[config.mk]
export PLATFORM = sky130hd
export DESIGN_NAME = div_unit
export DESIGN_NICKNAME = d
export VERILOG_FILES = /design/src/rtl/div_unit.sv
export SDC_FILE = /design/constraint.sdc
export NUM_CORES = 1
export LEC_CHECK = 0
export BUFFER_PORTS_ARGS = -buffer_cell sky130_fd_sc_hd__buf_2
export CAP_MARGIN = 0
export CELL_PAD_IN_SITES_DETAIL_PLACEMENT = 1
export CELL_PAD_IN_SITES_GLOBAL_PLACEMENT = 2
export CORE_UTILIZATION = 32
export CTS_CLUSTER_DIAMETER = 40
export DETAILED_ROUTE_END_ITERATION = 8
export PLACE_DENSITY = 0.88
export SLEW_MARGIN = 20
export SYNTH_ARGS = -nofsm -noshare
export SYNTH_HDL_FRONTEND = slang
export SYNTH_SLANG_ARGS = --single-unit
[constraint.sdc]
create_clock -name clk -period 5.2 [get_ports clk]
set_clock_uncertainty 0.2 [all_clocks]
set_input_delay 1.04 -clock clk [delete_from_list [all_inputs] [get_ports clk]]
set_output_delay 1.04 -clock clk [all_outputs]
set_load 0.01 [all_outputs]
[src/rtl/div_unit.sv]
// Iterative radix-2 restoring divider for RV32M DIV/DIVU/REM/REMU.
// One quotient bit per cycle; results go straight to the register-file write port.
module div_unit #(
  parameter int WIDTH = 32,
  parameter int AW    = 5
) (
  input  logic             clk,
  input  logic             rst_n,
  input  logic             start,
  input  logic [1:0]       op,
  input  logic [WIDTH-1:0] a,
  input  logic [WIDTH-1:0] b,
  input  logic [AW-1:0]    rd_in,
  input  logic             flush,
  output logic             busy,
  output logic             done,
  output logic [WIDTH-1:0] result,
  output logic [AW-1:0]    rd_out
);

  typedef enum logic [1:0] {IDLE = 2'd0, CALC = 2'd1, DONE = 2'd2} state_t;

  localparam int CW = (WIDTH > 1) ? $clog2(WIDTH) : 1;
  localparam logic [WIDTH-1:0] ZERO  = {WIDTH{1'b0}};
  localparam logic [WIDTH-1:0] ONES  = {WIDTH{1'b1}};
  localparam logic [WIDTH-1:0] ONE   = {{(WIDTH-1){1'b0}}, 1'b1};
  localparam logic [WIDTH-1:0] MIN   = {1'b1, {(WIDTH-1){1'b0}}};
  localparam logic [CW-1:0]    LAST  = CW'(WIDTH - 1);

  state_t           state_r;
  logic             busy_r, done_r;
  logic [WIDTH-1:0] result_r;
  logic [AW-1:0]    rd_out_r, rd_r;
  logic [WIDTH:0]   rem_r;
  logic [WIDTH-1:0] quo_r, div_r;
  logic [CW-1:0]    cnt_r;
  logic             neg_q_r, neg_r_r, sel_rem_r;

  logic             signed_op_s, a_neg_s, b_neg_s, div_zero_s, overflow_s;
  logic [WIDTH-1:0] a_mag_s, b_mag_s, special_s;
  logic [WIDTH:0]   shift_s, rem_next_s;
  logic             ge_s;
  logic [WIDTH-1:0] quo_next_s, q_fix_s, r_fix_s;
  logic             unused_s;

  // Operand decode at the accept edge: magnitudes, signs and RISC-V special results.
  always_comb begin
    signed_op_s = ~op[0];
    a_neg_s     = signed_op_s & a[WIDTH-1];
    b_neg_s     = signed_op_s & b[WIDTH-1];
    a_mag_s     = a_neg_s ? (~a + ONE) : a;
    b_mag_s     = b_neg_s ? (~b + ONE) : b;
    div_zero_s  = (b == ZERO);
    overflow_s  = signed_op_s & (a == MIN) & (b == ONES);
    if (div_zero_s) begin
      special_s = op[1] ? a : ONES;
    end else begin
      special_s = op[1] ? ZERO : MIN;
    end
  end

  // One restoring step plus the sign fix-up applied when the last step lands.
  always_comb begin
    shift_s    = {rem_r[WIDTH-1:0], quo_r[WIDTH-1]};
    ge_s       = (shift_s >= {1'b0, div_r});
    rem_next_s = ge_s ? (shift_s - {1'b0, div_r}) : shift_s;
    quo_next_s = {quo_r[WIDTH-2:0], ge_s};
    q_fix_s    = neg_q_r ? (~quo_next_s + ONE) : quo_next_s;
    r_fix_s    = neg_r_r ? (~rem_next_s[WIDTH-1:0] + ONE) : rem_next_s[WIDTH-1:0];
    // the remainder never exceeds the divisor, so the top rem bit is only a carry
    unused_s   = rem_r[WIDTH] ^ rem_next_s[WIDTH];
  end

  // Control FSM with datapath registers and registered outputs.
  always_ff @(posedge clk or negedge rst_n) begin
    if (!rst_n) begin
      state_r   <= IDLE;
      busy_r    <= 1'b0;
      done_r    <= 1'b0;
      result_r  <= ZERO;
      rd_out_r  <= {AW{1'b0}};
      rd_r      <= {AW{1'b0}};
      rem_r     <= {(WIDTH+1){1'b0}};
      quo_r     <= ZERO;
      div_r     <= ZERO;
      cnt_r     <= {CW{1'b0}};
      neg_q_r   <= 1'b0;
      neg_r_r   <= 1'b0;
      sel_rem_r <= 1'b0;
    end else begin
      done_r <= 1'b0;
      case (state_r)
        IDLE: begin
          if (start && !flush) begin
            rd_r      <= rd_in;
            neg_q_r   <= a_neg_s ^ b_neg_s;
            neg_r_r   <= a_neg_s;
            sel_rem_r <= op[1];
            quo_r     <= a_mag_s;
            rem_r     <= {(WIDTH+1){1'b0}};
            div_r     <= b_mag_s;
            cnt_r     <= {CW{1'b0}};
            busy_r    <= 1'b1;
            if (div_zero_s || overflow_s) begin
              state_r  <= DONE;
              done_r   <= 1'b1;
              result_r <= special_s;
              rd_out_r <= rd_in;
            end else begin
              state_r <= CALC;
            end
          end
        end
        CALC: begin
          if (flush) begin
            state_r <= IDLE;
            busy_r  <= 1'b0;
          end else begin
            rem_r <= rem_next_s;
            quo_r <= quo_next_s;
            cnt_r <= cnt_r + {{(CW-1){1'b0}}, 1'b1};
            if (cnt_r == LAST) begin
              state_r  <= DONE;
              done_r   <= 1'b1;
              result_r <= sel_rem_r ? r_fix_s : q_fix_s;
              rd_out_r <= rd_r;
            end
          end
        end
        DONE: begin
          state_r <= IDLE;
          busy_r  <= 1'b0;
        end
        default: begin
          state_r <= IDLE;
          busy_r  <= 1'b0;
        end
      endcase
    end
  end

  assign busy   = busy_r;
  assign done   = done_r;
  assign result = result_r;
  assign rd_out = rd_out_r;

endmodule
# Word-level counts from Yosys, hierarchy flattened
# Cells that the tools add are included.
# word_totals
input_bits	75
out_inout_bits	39
wordCells	92
register_bits	150
# op_classes
n_mux	41
n_reduce_logical	11
eq_ne	10
order_cmp	1
add_sub_neg	6
n_bitwise	10
# ops
op	n
$mux W32	17
$pmux W32 S2	3
$add A32 B1 Y32 const B	4
$not A32 Y32	4
$eq A32 B32 Y1 const B	2
$ge A33 B32 Y1	1
$logic_not A32 Y1	1
$sub A32 B32 Y32	1
$mux W5	6
$pmux W5 S2	2
$ne A2 B2 Y1 const B	5
$mux W2	4
$mux W1	6
$reduce_and A2 Y1	3
$add A5 B1 Y5 const B	1
$eq A5 B5 Y1 const B	1
$reduce_and A5 Y1	1
$and A1 B1 Y1	4
$pmux W1 S2	2
$pmux W2 S2	1
$ne A3 B3 Y1 const B	1
$reduce_and A3 Y1	1
$eq A2 B1 Y1 const B	1
$logic_not A2 Y1	1
6 further kinds	6

# Logic depth before layout (Yosys ltp)
# Gate-level depths: netlist (run 1).
# depth
depth_word	9
depth_mapped	23
ltp_nobuf	19

# Least setup slack after synthesis (run 1)
# No wires, ideal clock.
# synth_timing
kind	register to register
startpoint	reg rem_r[27]
endpoint	reg result_r[30] (netlist: result[30])
arrival_ns	5.383
path_slack_ns	-0.448
period_less_slack_ns	5.648
t_required_ns	4.935
setup_ns	0.065
stages_incl_launch_ff	23
n_path_buf	4
path_cell_list	dfrtp_1 -> ha_1 -> buf_2 -> nand4_1 -> nor4_4 -> a2111oi_1 -> o211a_2 -> nand3_4 -> inv_4 -> clkbuf_1 -> buf_2 -> buf_2 -> mux2i_1 -> ha_1 -> nor3b_1 -> nand2_1 -> or3_1 -> nor4_1 -> a21oi_1 -> or4b_1 -> or3_1 -> a211oi_1 -> o21ba_1
# synth_via
elab_chain_cells	9
elab_cells_between_ends	13
cone_classes	add/sub: 3; order compare: 1; mux: 7; bitwise: 2
# synth_rtl
element	line_no	rtl
from (decl)	34	logic [WIDTH:0] rem_r;
from (signal assigned)	83	rem_r <= {(WIDTH+1){1'b0}};
from (signal assigned)	100	rem_r <= {(WIDTH+1){1'b0}};
from (signal assigned)	119	rem_r <= rem_next_s;
$sub A32 B32 Y32 or $ge A33 B32 Y1 (tied branches)	66, 65	
$mux W32	66	rem_next_s = ge_s ? (shift_s - {1'b0, div_r}) : shift_s;
$not A32 Y32	69	r_fix_s = neg_r_r ? (~rem_next_s[WIDTH-1:0] + ONE) : rem_next_s[WIDTH-1:0];
$add A32 B1 Y32	69	
$mux W32	69	
$mux W32 (*)	125	result_r <= sel_rem_r ? r_fix_s : q_fix_s;
$mux W32 (*)	122	if (cnt_r == LAST) begin
$mux W32 (*)	115	if (flush) begin
$pmux W32 S2 (*)	92	case (state_r)
to (signal assigned)	107	result_r <= special_s;
to (signal assigned)	125	
to (decl)	32	logic [WIDTH-1:0] result_r;
# Every way passes the cells marked *; elsewhere a longest branch is shown, timed or not. The select of a mux whose other input is x is not followed.
# A chain may end at the register's enable or synchronous reset.

# Worst setup path in the final report (run 1)
# layout_timing
startpoint	reg rem_r[26]
endpoint	reg result_r[30] (netlist: result[30])
# Same word-level chain as after synthesis.

==> results of run 1 <==
worst max path at each step:
stage               from         end  cells after the start  slack (ns)
2_1_floorplan  rem_r[17]  result[30]                     22       -0.04
3_3_place_gp   rem_r[27]  result[30]                     19        0.18
3_5_place_dp   rem_r[27]  result[30]                     19        0.09
4_1_cts        rem_r[27]  result[30]                     19        0.06
5_1_grt         rem_r[3]  result[30]                     18       0.004
6_report       rem_r[26]  result[30]                     18        0.22
metal layers:
layer	up-vias	wire [µm]	part of all wire, %
met1	6486	21800	45
met3	75	1590	3.3
li1	5939	-	-
met5	-	0	0
met4	0	1530	3.2
met2	292	23000	48
cell type report:
type	count	share of cell area (%)
clock buffers	21	3.21
clock inverters	11	1.04
inverters	55	1.46
multi-input cells	1288	56.1
flip-flops and latches	150	26.2
well taps	511	4.46
repair buffers	181	7.54
logic make-up after synthesis:
family,count (synthesis)
AND/OR/NAND/NOR,570
adder cells (fa/ha/maj),40
buffers and inverters,149
multiplexers,24
AO/OA/AOI/OAI,533
flip-flops,150
XOR/XNOR,121
worst max-delay path: stages (launching register included):
cell and delay, ns:
dfrtp_1 0.40, ha_2 0.34, nand4_1 0.26, nor4_4 0.12, a2111oi_4 0.39, o211a_2 0.29
nand3_4 0.11, buf_4 0.22, o21ai_2 0.16, ha_2 0.20, nor3b_2 0.15, nand2_1 0.10
or3_4 0.41, nor4_4 0.24, a21oi_2 0.09, or4b_4 0.57, or3_1 0.33, a211oi_2 0.21
o21ba_1 0.13
repair_timing:
action / 4_1_cts / 5_1_grt
endpoints found under the setup margin: 0 / 4
resized for setup: 0 / 28
setup buffers: 0 / 5
registers in the layout, summed over array words and instances, names as in the netlist:
register	count
rem_r	32
cnt_r	5
rd_r	5
neg_q_r	1
result	32
state_r	2
rd_out	5
neg_r_r	1
done	1
busy	1
sel_rem_r	1
quo_r	32
div_r	32
Yosys cell counts (6+ instances only):
cell | n | share of area (%)
a21o_1 | 10 | 0.62
o211ai_1 | 32 | 2.0
xor2_1 | 59 | 4.2
ha_1 | 39 | 4.0
nand2_1 | 223 | 6.9
buf_2 | 8 | 0.33
or4_1 | 6 | 0.37
a31oi_1 | 30 | 1.5
dfrtp_1 | 150 | 31
inv_1 | 53 | 1.6
a21oi_1 | 125 | 5.1
nor4_1 | 21 | 1.1
and2_1 | 7 | 0.36
o21a_1 | 17 | 1.0
clkbuf_1 | 81 | 2.5
and3_1 | 6 | 0.31
or3_1 | 28 | 1.4
nor2b_1 | 11 | 0.57
a22o_1 | 10 | 0.72
o221ai_1 | 8 | 0.58
nand4_1 | 24 | 1.2
mux2i_1 | 19 | 1.6
xnor2_1 | 62 | 4.5
nor2_1 | 129 | 4.0
o31ai_1 | 26 | 1.6
nor3_1 | 42 | 1.7
o41ai_1 | 11 | 0.79
a211oi_1 | 12 | 0.74
nand2b_1 | 13 | 0.67
nand3_1 | 26 | 1.1
o21ai_0 | 197 | 8.1
power by group:
group / internal, mW / total, mW / switching [mW] / leakage, nW
Sequential: 1.39 / 1.68 / 0.286 / 1.96
Combinational: 1.99 / 5.39 / 3.41 / 3.84
Clock: 0.782 / 1.35 / 0.565 / 0.290
==> load_flow_metrics.sql, run 1 <==
INSERT INTO impl_metrics (metric_group, metric, value, unit) VALUES
('outcome', 'run_status', 'finished clean', ''),
('sta', 'fin_hold_ws', '0.275', 'ns'),
('detailed_routing', 'initial_drc_count', '837', ''),
('placement', 'post-dp-hpwl', '36800', 'µm'),
('logic_synthesis', 'muxShareOfSynthArea', '2.03', '%'),
('cells_and_area', 'layout-drive-gt1-share', '16.2', '%'),
('sta', 'finalCriticalPeriod', '4.98', 'ns'),
('logic_synthesis', 'post_synth_instance_area', '12200', 'µm²'),
('logic_synthesis', 'synth_compound_gate_area_share', '27.3', '%'),
('sta', 'setup_slack', '0.220', 'ns'),
('logic_synthesis', 'synth_cell_types', '86', ''),
('flow_run', 'drv.max_cap_violation_count', '0', ''),
('sta', 'finalSetupViolCount', '0', ''),
('logic_synthesis', 'seq_area_frac_synth', '30.9', '%'),
('worst_setup_path', 'timing.rr.start', 'rem_r[26]', ''),
('cts', 'worst_setup_hold_path_clk_slew', '0.07', 'ns'),
('worst_setup_path', 'crit_end_element', 'flip-flop', ''),
('worst_hold_path', 'min_path_cells', '2', ''),
('cells_and_area', 'mostFrequentLayoutCells', 'nand2_1 (222), o21ai_0 (194), dfrtp_1 (147)', ''),
('cts', 'cts.sink_count', '150', ''),
('cells_and_area', 'insertedDiodeCount', '0', ''),
('global_routing', 'first_global_vias', '13000', ''),
('logic_synthesis', 'post_synth.cell_area_avg', '7.66', 'µm²'),
('cells_and_area', 'final_util', '38.2', '%'),
('worst_hold_path', 'hold_path.startpoint', 'div_r[12]', ''),
('global_routing', 'use_met2', '42.2', '%'),
('global_routing', 'grtUsageMet1', '32.3', '%'),
('worst_setup_path', 'worst_setup_path_start_kind', 'flip-flop', ''),
('cells_and_area', 'final-seq-area', '3760', 'µm²'),
('global_routing', 'pin_count_of_the_biggest_net_entering_global_routing', '88', ''),
('sta', 'rsz_0062_raised_after_global_routing', 'no', ''),
('global_routing', 'grt.overflow.total', '0', ''),
('logic_synthesis', 'syn-instance-count', '1587', ''),
('sta', 'timing.max_slew.rel_slack', '25.1', '%'),
('cts', 'cts.path.max_buffers', '2', ''),
('logic_synthesis', 'fraction_of_registers_with_async_set_reset', '100', '%'),
('logic_synthesis', 'yosys_register_bits', '150', ''),
('global_routing', 'grt_pass1_wl', '74800', 'µm'),
('cts', 'tritoncts.num_buffers', '17', ''),
('cells_and_area', 'n_fill_cell', '4584', ''),
('cells_and_area', 'multi_input_comb_area', '8050', 'µm²'),
('floorplanning', 'fp.coreArea', '37600', 'µm²'),
('detailed_routing', 'route.vias.total', '12800', ''),
('logic_synthesis', 'synth_xor_area_share', '8.71', '%'),
('sta', 'setup_tns', '0', 'ns'),
('logic_synthesis', 'yosysWarnings', '0', ''),
('placement', 'dpl_cell_area', '13600', 'µm²'),
('detailed_routing', 'post_drt_via_cell_ratio', '5.77', ''),
('placement', 'gpl.final_weighted_congestion', '0.981', ''),
('placement', 'dpl_worst_slack', '0.0944', 'ns'),
('global_routing', 'grt_use_met3', '2.99', '%'),
('global_routing', 'antenna_violations_before_repair', '1', ''),
('power', 'pwr_density_cell', '587', 'nW/µm²'),
('power', 'p_leak', '6.09', 'nW'),
('floorplanning', 'fp-row-count', '71', ''),
('global_routing', 'overall_routing_resource_usage', '24.8', '%'),
('cts', 'insertion_delay', '0.45', 'ns'),
('detailed_routing', 'drc', '0', ''),
('logic_synthesis', 'synthesis.nets', '1702', ''),
('logic_synthesis', 'synth_top_family_by_area', 'compound AO/OA/AOI/OAI gates', ''),
('cells_and_area', 'num-nets-final', '1808', ''),
('floorplanning', 'io_pins', '114', ''),
('detailed_routing', 'route.antenna.remaining_nets', '0', ''),
('floorplanning', 'initial_core_util', '32.4', '%'),
('cells_and_area', 'area_growth_syn_to_layout', '18.0', '%'),
('floorplanning', 'dieWidth', '197', 'µm'),
('global_routing', 'grt_most_used_layer', 'met2', ''),
('worst_hold_path', 'hold_path_class', 'reg -> reg', ''),
('power', 'total_power', '8.42', 'mW'),
('worst_hold_path', 'hold-path-endpoint', 'div_r[12]', ''),
('worst_setup_path', 'rrSetupSlack', '0.22', 'ns');
Note: power is estimated with default switching activity, not from simulation.
==> run 2: changes to the inputs <==
--- a/config.mk
+++ b/config.mk
@@ -9,11 +9,10 @@
 export CAP_MARGIN = 0
 export CELL_PAD_IN_SITES_DETAIL_PLACEMENT = 1
 export CELL_PAD_IN_SITES_GLOBAL_PLACEMENT = 2
-export CORE_UTILIZATION = 32
+export CORE_UTILIZATION = 25
 export CTS_CLUSTER_DIAMETER = 40
 export DETAILED_ROUTE_END_ITERATION = 8
-export PLACE_DENSITY = 0.88
-export SLEW_MARGIN = 20
+export PLACE_DENSITY_LB_ADDON = 0.1
 export SYNTH_ARGS = -nofsm -noshare
 export SYNTH_HDL_FRONTEND = slang
 export SYNTH_SLANG_ARGS = --single-unit
==> run 2 against run 1 <==
Power rose by 2.3%. Count of clock-buffer cells in the layout is 4 higher. Maximum frequency fell by 0.66%. Cell area grew 1.4%. Setup slack got worse by 0.033 ns. Flip-flop and latch count is the same. Sequential power hardly changed. Non-clock buffer count rose by 17. Die area increased by 28%. Global-route usage shrank 2.8 points. Critical endpoint unchanged.
==> load_flow_metrics.sql, run 2 (synthesis results as in run 1) <==
INSERT INTO impl_metrics (metric_group, metric, value, unit) VALUES
('cts', 'cts.sink_count', '150', ''),
('cts', 'insertion_delay', '0.50', 'ns'),
('floorplanning', 'fp-row-count', '80', ''),
('detailed_routing', 'drc', '0', ''),
('worst_setup_path', 'reg2regPathDepth', '18', ''),
('sta', 'min_period_over_period', '96.4', '%'),
('sta', 'rsz_0062_raised_after_global_routing', 'no', ''),
('floorplanning', 'die_h', '223', 'µm'),
('cells_and_area', 'n_fill_cell', '5763', ''),
('placement', 'numPortBuffers', '113', ''),
('detailed_routing', 'post_drt_via_cell_ratio', '5.30', ''),
('sta', 'hold_viol', '0', ''),
('worst_setup_path', 'path_max_fanout', '7', ''),
('cells_and_area', 'multi_input_comb_area', '7980', 'µm²'),
('detailed_routing', 'totalWireLength', '53500', 'µm'),
('cts', 'cts_tree', 'done', ''),
('worst_hold_path', 'hold_path_class', 'reg -> reg', ''),
('cts', 'cts.path.max_buffers', '2', ''),
('worst_setup_path', 'regToRegEndpoint', 'result[30]', ''),
('cells_and_area', 'stdcell_count', '2339', ''),
('sta', 'finalCriticalPeriod', '5.01', 'ns'),
('worst_setup_path', 'timing.rr.start', 'rem_r[22]', ''),
('cts', 'tritoncts.num_buffers', '17', ''),
('sta', 'finalSetupViolCount', '0', ''),
('detailed_routing', 'route.antenna.remaining_nets', '0', ''),
('global_routing', 'overall_routing_resource_usage', '22.0', '%'),
('sta', 'timing.max_slew.rel_slack', '35.0', '%'),
('sta', 'final_max_slew_viols', '0', ''),
('global_routing', 'grt_pass1_wl', '81200', 'µm'),
('cts', 'root_buffer', 'clkbuf_16', ''),
('power', 'total_power', '8.61', 'mW'),
('worst_setup_path', 'criticalPathCategory', 'reg -> reg', ''),
('detailed_routing', 'initial_drc_count', '605', ''),
('cells_and_area', 'final-seq-area', '3750', 'µm²'),
('cells_and_area', 'area_growth_syn_to_layout', '19.6', '%'),
('worst_setup_path', 'worst_ep_arrival_time', '5.25', 'ns'),
('cells_and_area', 'layout-drive-gt1-share', '16.0', '%'),
('worst_setup_path', 'rrSetupSlack', '0.19', 'ns'),
('floorplanning', 'initial_core_util', '25.4', '%'),
('worst_setup_path', 'crit_end_element', 'flip-flop', ''),
('global_routing', 'pin_count_of_the_biggest_net_entering_global_routing', '85', ''),
('cells_and_area', 'num-nets-final', '1825', ''),
('worst_hold_path', 'min_path_cells', '2', ''),
('cts', 'cts_htree_levels', '4', ''),
('power', 'pwr_density_cell', '592', 'nW/µm²'),
('floorplanning', 'dieArea', '49500', 'µm²'),
('floorplanning', 'dieWidth', '223', 'µm'),
('sta', 'timing.fmax', '199', 'MHz'),
('detailed_routing', 'routed_wire_length_per_instance', '22.9', 'µm'),
('detailed_routing', 'first_drt_pass_iteration_count', '4', ''),
('outcome', 'run_status', 'finished clean', ''),
('floorplanning', 'fp.coreArea', '47800', 'µm²'),
('detailed_routing', 'route.vias.total', '12400', ''),
('cells_and_area', 'mostFrequentLayoutCell', 'nand2_1', ''),
('sta', 'worst_slew_pin_slew', '0.970', 'ns'),
('sta', 'fin_hold_ws', '0.277', 'ns'),
('global_routing', 'grt.overflow.total', '0', ''),
('placement', 'post-place-cells', '2304', ''),
('global_routing', 'antenna_violations_before_repair', '1', ''),
('power', 'p_leak', '6.20', 'nW'),
('placement', 'post-dp-hpwl', '41500', 'µm'),
('worst_setup_path', 'cp.required', '5.43', 'ns'),
('cells_and_area', 'mostFrequentLayoutCells', 'nand2_1 (223), o21ai_0 (194), dfrtp_1 (150)', ''),
('power', 'irDropWorstVdd', '0.281', 'mV'),
('worst_setup_path', 'worst_setup_path_start_kind', 'flip-flop', ''),
('worst_hold_path', 'hold-path-endpoint', 'cnt_r[4]', ''),
('global_routing', 'first_global_vias', '12600', ''),
('cells_and_area', 'final_util', '30.4', '%'),
('placement', 'gpl.final_weighted_congestion', '0.860', ''),
('cts', 'worst_setup_hold_path_clk_slew', '0.07', 'ns'),
('flow_run', 'drv.max_cap_violation_count', '0', ''),
('floorplanning', 'io_pins', '114', ''),
('worst_hold_path', 'hold_path.startpoint', 'cnt_r[4]', '');
-- run 2: cell types whose count changed in the layout (fill, tap and decap cells not counted), moves of 3 or more --
| cell | delta |
|---|---|
| buf_4 | +15 |
| ha_1 | +8 |
| ha_2 | -6 |
| clkbuf_8 | +4 |
| dfrtp_1 | +3 |
| dfrtp_2 | -3 |
-- run 2: where the power goes --
part | internal (mW) | total, mW | switching [mW]
combinational | 2.03 | 5.61 | 3.58
sequential | 1.39 | 1.65 | 0.265
clock | 0.780 | 1.35 | 0.568
total | 4.20 | 8.61 | 4.41
-- run 2: cell type report --
cell class	count	share of cell area, %
well taps	615	5.29
inverters	55	1.44
multi-input cells	1288	54.8
diodes	1	0.0172
clock inverters	7	0.628
repair buffers	198	8.49
flip-flops and latches	150	25.8
clock buffers	25	3.54
-- run 2: worst max path at each step --
| stage | from | to | slack, ns |
|---|---|---|---|
| floorplan | rem_r[17] | result[30] | -0.04 |
| global placement | div_r[0] | result[28] | 0.23 |
| detailed placement | rem_r[25] | result[30] | 0.19 |
| CTS | rem_r[19] | result[30] | 0.18 |
| global route | rem_r[29] | result[30] | 0.007 |
| finish | rem_r[22] | result[30] | 0.19 |
-- run 2: metal layers --
layer | wire [µm] | global-route usage [%]
met1 | 26000 | 29.9
met2 | 24900 | 35.8
met3 | 1610 | 3.80
met4 | 995 | 6.01
met5 | 0 | 0
-- run 2: repair_timing --
item / in CTS / in global routing
gates resized for setup: 0 / 6
hold buffers: 0 / 0
buffers inserted: 0 / 2
hold endpoints to repair: 0 / 0
setup endpoints to repair: 0 / 4
-- run 2: critical path: stages, from the launching register on --
cell       delay [ns]
dfrtp_1          0.45
ha_1             0.43
nand2_1          0.20
nor4_4           0.08
a2111oi_4        0.40
o211a_2          0.28
nand3_4          0.11
inv_4            0.08
mux2i_2          0.23
ha_2             0.21
nor3b_2          0.14
nand2_1          0.08
or3_4            0.38
nor4_4           0.23
a21oi_2          0.11
or4b_1           0.61
or3_1            0.35
a211oi_2         0.23
o21ba_1          0.13
-- run 2: metrics by stage --
step,worst slack [ns],TNS [ns],instance area [µm²]
3_3_place_gp,0.229,0,13900
4_1_cts,0.178,0,14500
2_1_floorplan,-0.0440,-0.0440,12300
5_1_grt,0.00706,0,14600
6_report,0.187,0,14600
3_5_place_dp,0.191,0,13900
==> run 3: changes to the inputs <==
--- a/config.mk
+++ b/config.mk
@@ -12,6 +12,7 @@
 export CORE_UTILIZATION = 25
 export CTS_CLUSTER_DIAMETER = 40
 export DETAILED_ROUTE_END_ITERATION = 8
+export GPL_TIMING_DRIVEN = 0
 export PLACE_DENSITY_LB_ADDON = 0.1
 export SYNTH_ARGS = -nofsm -noshare
 export SYNTH_HDL_FRONTEND = slang
==> run 3 against run 2 <==
The flow now finishes with violations (negative setup slack). Routed wire length up 8.5%. Die area unchanged. Flip-flop and latch count unchanged. Critical path type unchanged.
==> load_flow_metrics.sql, run 3 (synthesis results as in run 1) <==
INSERT INTO impl_metrics (metric_group, metric, value, unit) VALUES
('outcome', 'violations', 'negative setup slack', ''),
('worst_setup_path', 'regToRegEndpoint', 'result[30]', ''),
('global_routing', 'overall_routing_resource_usage', '23.5', '%'),
('detailed_routing', 'first_drt_pass_iteration_count', '5', ''),
('worst_setup_path', 'worst_ep_arrival_time', '5.49', 'ns'),
('floorplanning', 'initial_core_util', '25.4', '%'),
('power', 'pwr_density_cell', '605', 'nW/µm²'),
('worst_hold_path', 'hold-path-endpoint', 'rd_r[1]', ''),
('outcome', 'run_status', 'complete, but fails checks', ''),
('placement', 'dpl_cell_area', '13700', 'µm²'),
('sta', 'finalSetupViolCount', '1', ''),
('worst_hold_path', 'hold_path_class', 'reg -> reg', ''),
('worst_setup_path', 'rrSetupSlack', '-0.06', 'ns'),
('cells_and_area', 'final_util', '31.8', '%'),
('cts', 'cts_htree_levels', '4', ''),
('worst_setup_path', 'criticalPathCategory', 'reg -> reg', ''),
('flow_run', 'drv.max_cap_violation_count', '0', ''),
('worst_hold_path', 'hold_path.startpoint', 'rd_r[1]', ''),
('cells_and_area', 'layout-drive-gt1-share', '17.8', '%'),
('power', 'total_power', '9.20', 'mW'),
('worst_setup_path', 'timing.critical_path.slowest_cell_delay', '0.58', 'ns'),
('sta', 'hold_viol', '0', ''),
('placement', 'numPortBuffers', '111', ''),
('global_routing', 'pin_count_of_the_biggest_net_entering_global_routing', '94', ''),
('worst_setup_path', 'reg2regPathDepth', '20', ''),
('detailed_routing', 'totalWireLength', '58000', 'µm'),
('worst_hold_path', 'min_path_cells', '2', ''),
('power', 'p_leak', '6.23', 'nW'),
('worst_setup_path', 'crit_end_element', 'flip-flop', ''),
('worst_setup_path', 'worst_setup_path_start_kind', 'flip-flop', ''),
('detailed_routing', 'route.vias.total', '12900', ''),
('cells_and_area', 'mostFrequentLayoutCells', 'nand2_1 (221), o21ai_0 (193), dfrtp_1 (139)', ''),
('detailed_routing', 'post_drt_via_cell_ratio', '5.40', ''),
('cts', 'cts_tree', 'done', ''),
('detailed_routing', 'drc', '0', ''),
('worst_setup_path', 'worstPathCellList', 'ha_1, buf_6, nand3_4, nor4_4, a31oi_4, o211a_4, nand3_4, inv_8, buf_12, mux2i_4, ha_4, nor3b_2, nand2_1, or3_4, nor4_4, a21oi_4, or4b_4, or3_4, a211oi_4, o21ba_1', ''),
('floorplanning', 'io_pins', '114', ''),
('sta', 'final_max_slew_viols', '0', ''),
('sta', 'finalCriticalPeriod', '5.26', 'ns'),
('worst_setup_path', 'critPathBufInv', '3', ''),
('cts', 'worst_setup_hold_path_clk_slew', '0.07', 'ns'),
('worst_setup_path', 'cp.required', '5.43', 'ns'),
('power', 'irDropWorstVdd', '0.244', 'mV'),
('sta', 'setup_tns', '-0.0626', 'ns'),
('cells_and_area', 'num-nets-final', '1873', ''),
('detailed_routing', 'route.antenna.remaining_nets', '0', ''),
('cells_and_area', 'postLayoutCellArea', '15200', 'µm²'),
('cells_and_area', 'n_fill_cell', '5765', ''),
('worst_setup_path', 'crit_family', 'simple AND/OR/NAND/NOR gates', ''),
('worst_setup_path', 'worst_path_max_delay_cell', 'or4b_4', ''),
('detailed_routing', 'initial_drc_count', '775', ''),
('placement', 'post-dp-hpwl', '45400', 'µm'),
('cts', 'cts.sink_count', '150', ''),
('sta', 'rsz_0062_raised_after_global_routing', 'yes', ''),
('floorplanning', 'dieArea', '49500', 'µm²'),
('global_routing', 'grt_pass1_wl', '86200', 'µm'),
('cts', 'cts.hold.buffers_added', '0', ''),
('sta', 'min_period_over_period', '101', '%'),
('cts', 'tritoncts.num_buffers', '17', ''),
('floorplanning', 'fp-row-count', '80', ''),
('worst_setup_path', 'path_max_fanout', '8', ''),
('sta', 'setup_slack', '-0.0626', 'ns'),
('placement', 'gpl.final_weighted_congestion', '0.839', ''),
('global_routing', 'grt.overflow.total', '0', ''),
('detailed_routing', 'routed_wire_length_per_instance', '24.3', 'µm'),
('worst_setup_path', 'timing.rr.start', 'rem_r[27]', ''),
('floorplanning', 'die_h', '223', 'µm'),
('sta', 'timing.fmax', '190', 'MHz'),
('cells_and_area', 'mostFrequentLayoutCell', 'nand2_1', ''),
('cts', 'cts.path.max_buffers', '2', ''),
('cells_and_area', 'area_growth_syn_to_layout', '25.1', '%'),
('sta', 'timing.max_slew.rel_slack', '14.5', '%'),
('global_routing', 'antenna_violations_before_repair', '2', ''),
('sta', 'worst_slew_pin_slew', '1.27', 'ns'),
('cts', 'root_buffer', 'clkbuf_16', ''),
('floorplanning', 'dieWidth', '223', 'µm'),
('global_routing', 'first_global_vias', '13000', ''),
('floorplanning', 'fp.coreArea', '47800', 'µm²'),
('cts', 'insertion_delay', '0.49', 'ns'),
('placement', 'dpl_worst_slack', '-1.83', 'ns');
-- run 3: cell count changes in the layout (fill, tap and decap cells not counted), sizes merged --
cell    previous run  this run
diode              1         2
clkinv             4         5
clkbuf            25        92
buf              198       176
-- run 3: cell type report --
class / count / area (µm²) / share of cell area [%]
Clock buffer: 22 / 474 / 3.12
Timing Repair Buffer: 163 / 976 / 6.41
Tap cell: 615 / 769 / 5.06
Inverter: 55 / 214 / 1.41
Buffer: 83 / 417 / 2.74
Clock inverter: 8 / 100 / 0.658
Multi-Input combinational cell: 1288 / 8500 / 55.8
Antenna cell: 2 / 5.00 / 0.0329
Sequential cell: 150 / 3770 / 24.8
-- run 3: through the flow --
stage | instances | hold slack [ns]
after floorplan | 1587 | 0.245
after global placement | 2313 | 0.262
after detailed placement | 2315 | 0.262
after CTS | 2357 | 0.279
after global routing | 2384 | 0.303
final | 2386 | 0.275
-- run 3: worst max path at each step --
stage | from | to | slack, ns | depth (start not counted)
after floorplan | rem_r[17] | result[30] | -0.04 | 22
after global placement | rem_r[12] | result[30] | -1.80 | 22
after detailed placement | rem_r[12] | result[30] | -1.83 | 22
after CTS | rem_r[17] | result[30] | -0.14 | 21
after global routing | rem_r[8] | result[30] | -0.23 | 20
final | rem_r[27] | result[30] | -0.06 | 20
-- run 3: worst register-to-register path, stage by stage, from the launching register on --
cell and delay [ns]:
dfrtp_1 0.39, ha_1 0.30, buf_6 0.13, nand3_4 0.14, nor4_4 0.47, a31oi_4 0.16
o211a_4 0.30, nand3_4 0.15, inv_8 0.06, buf_12 0.13, mux2i_4 0.21, ha_4 0.17
nor3b_2 0.14, nand2_1 0.10, or3_4 0.38, nor4_4 0.27, a21oi_4 0.07, or4b_4 0.58
or3_4 0.40, a211oi_4 0.31, o21ba_1 0.15
-- run 3: metal layers --
metal / track usage, % / vias up / routed length, µm
met4: 6.10 / 0 / 826
met3: 3.76 / 35 / 2380
li1: - / 6079 / -
met1: 32.6 / 6526 / 28000
met5: 0 / - / 0
met2: 37.7 / 247 / 26800
-- run 3: what timing repair did --
item                       in CTS  in global routing
pin swaps                      18                 25
resized for setup              70                 76
gates cloned                    0                  0
setup endpoints to repair      23                 22
buffers inserted               22                 28
-- run 3: report_power, final --
group	leakage [nW]	switching, mW	internal (mW)
Clock	0.282	0.564	0.737
Sequential	1.95	0.358	1.40
Combinational	4.00	3.76	2.39
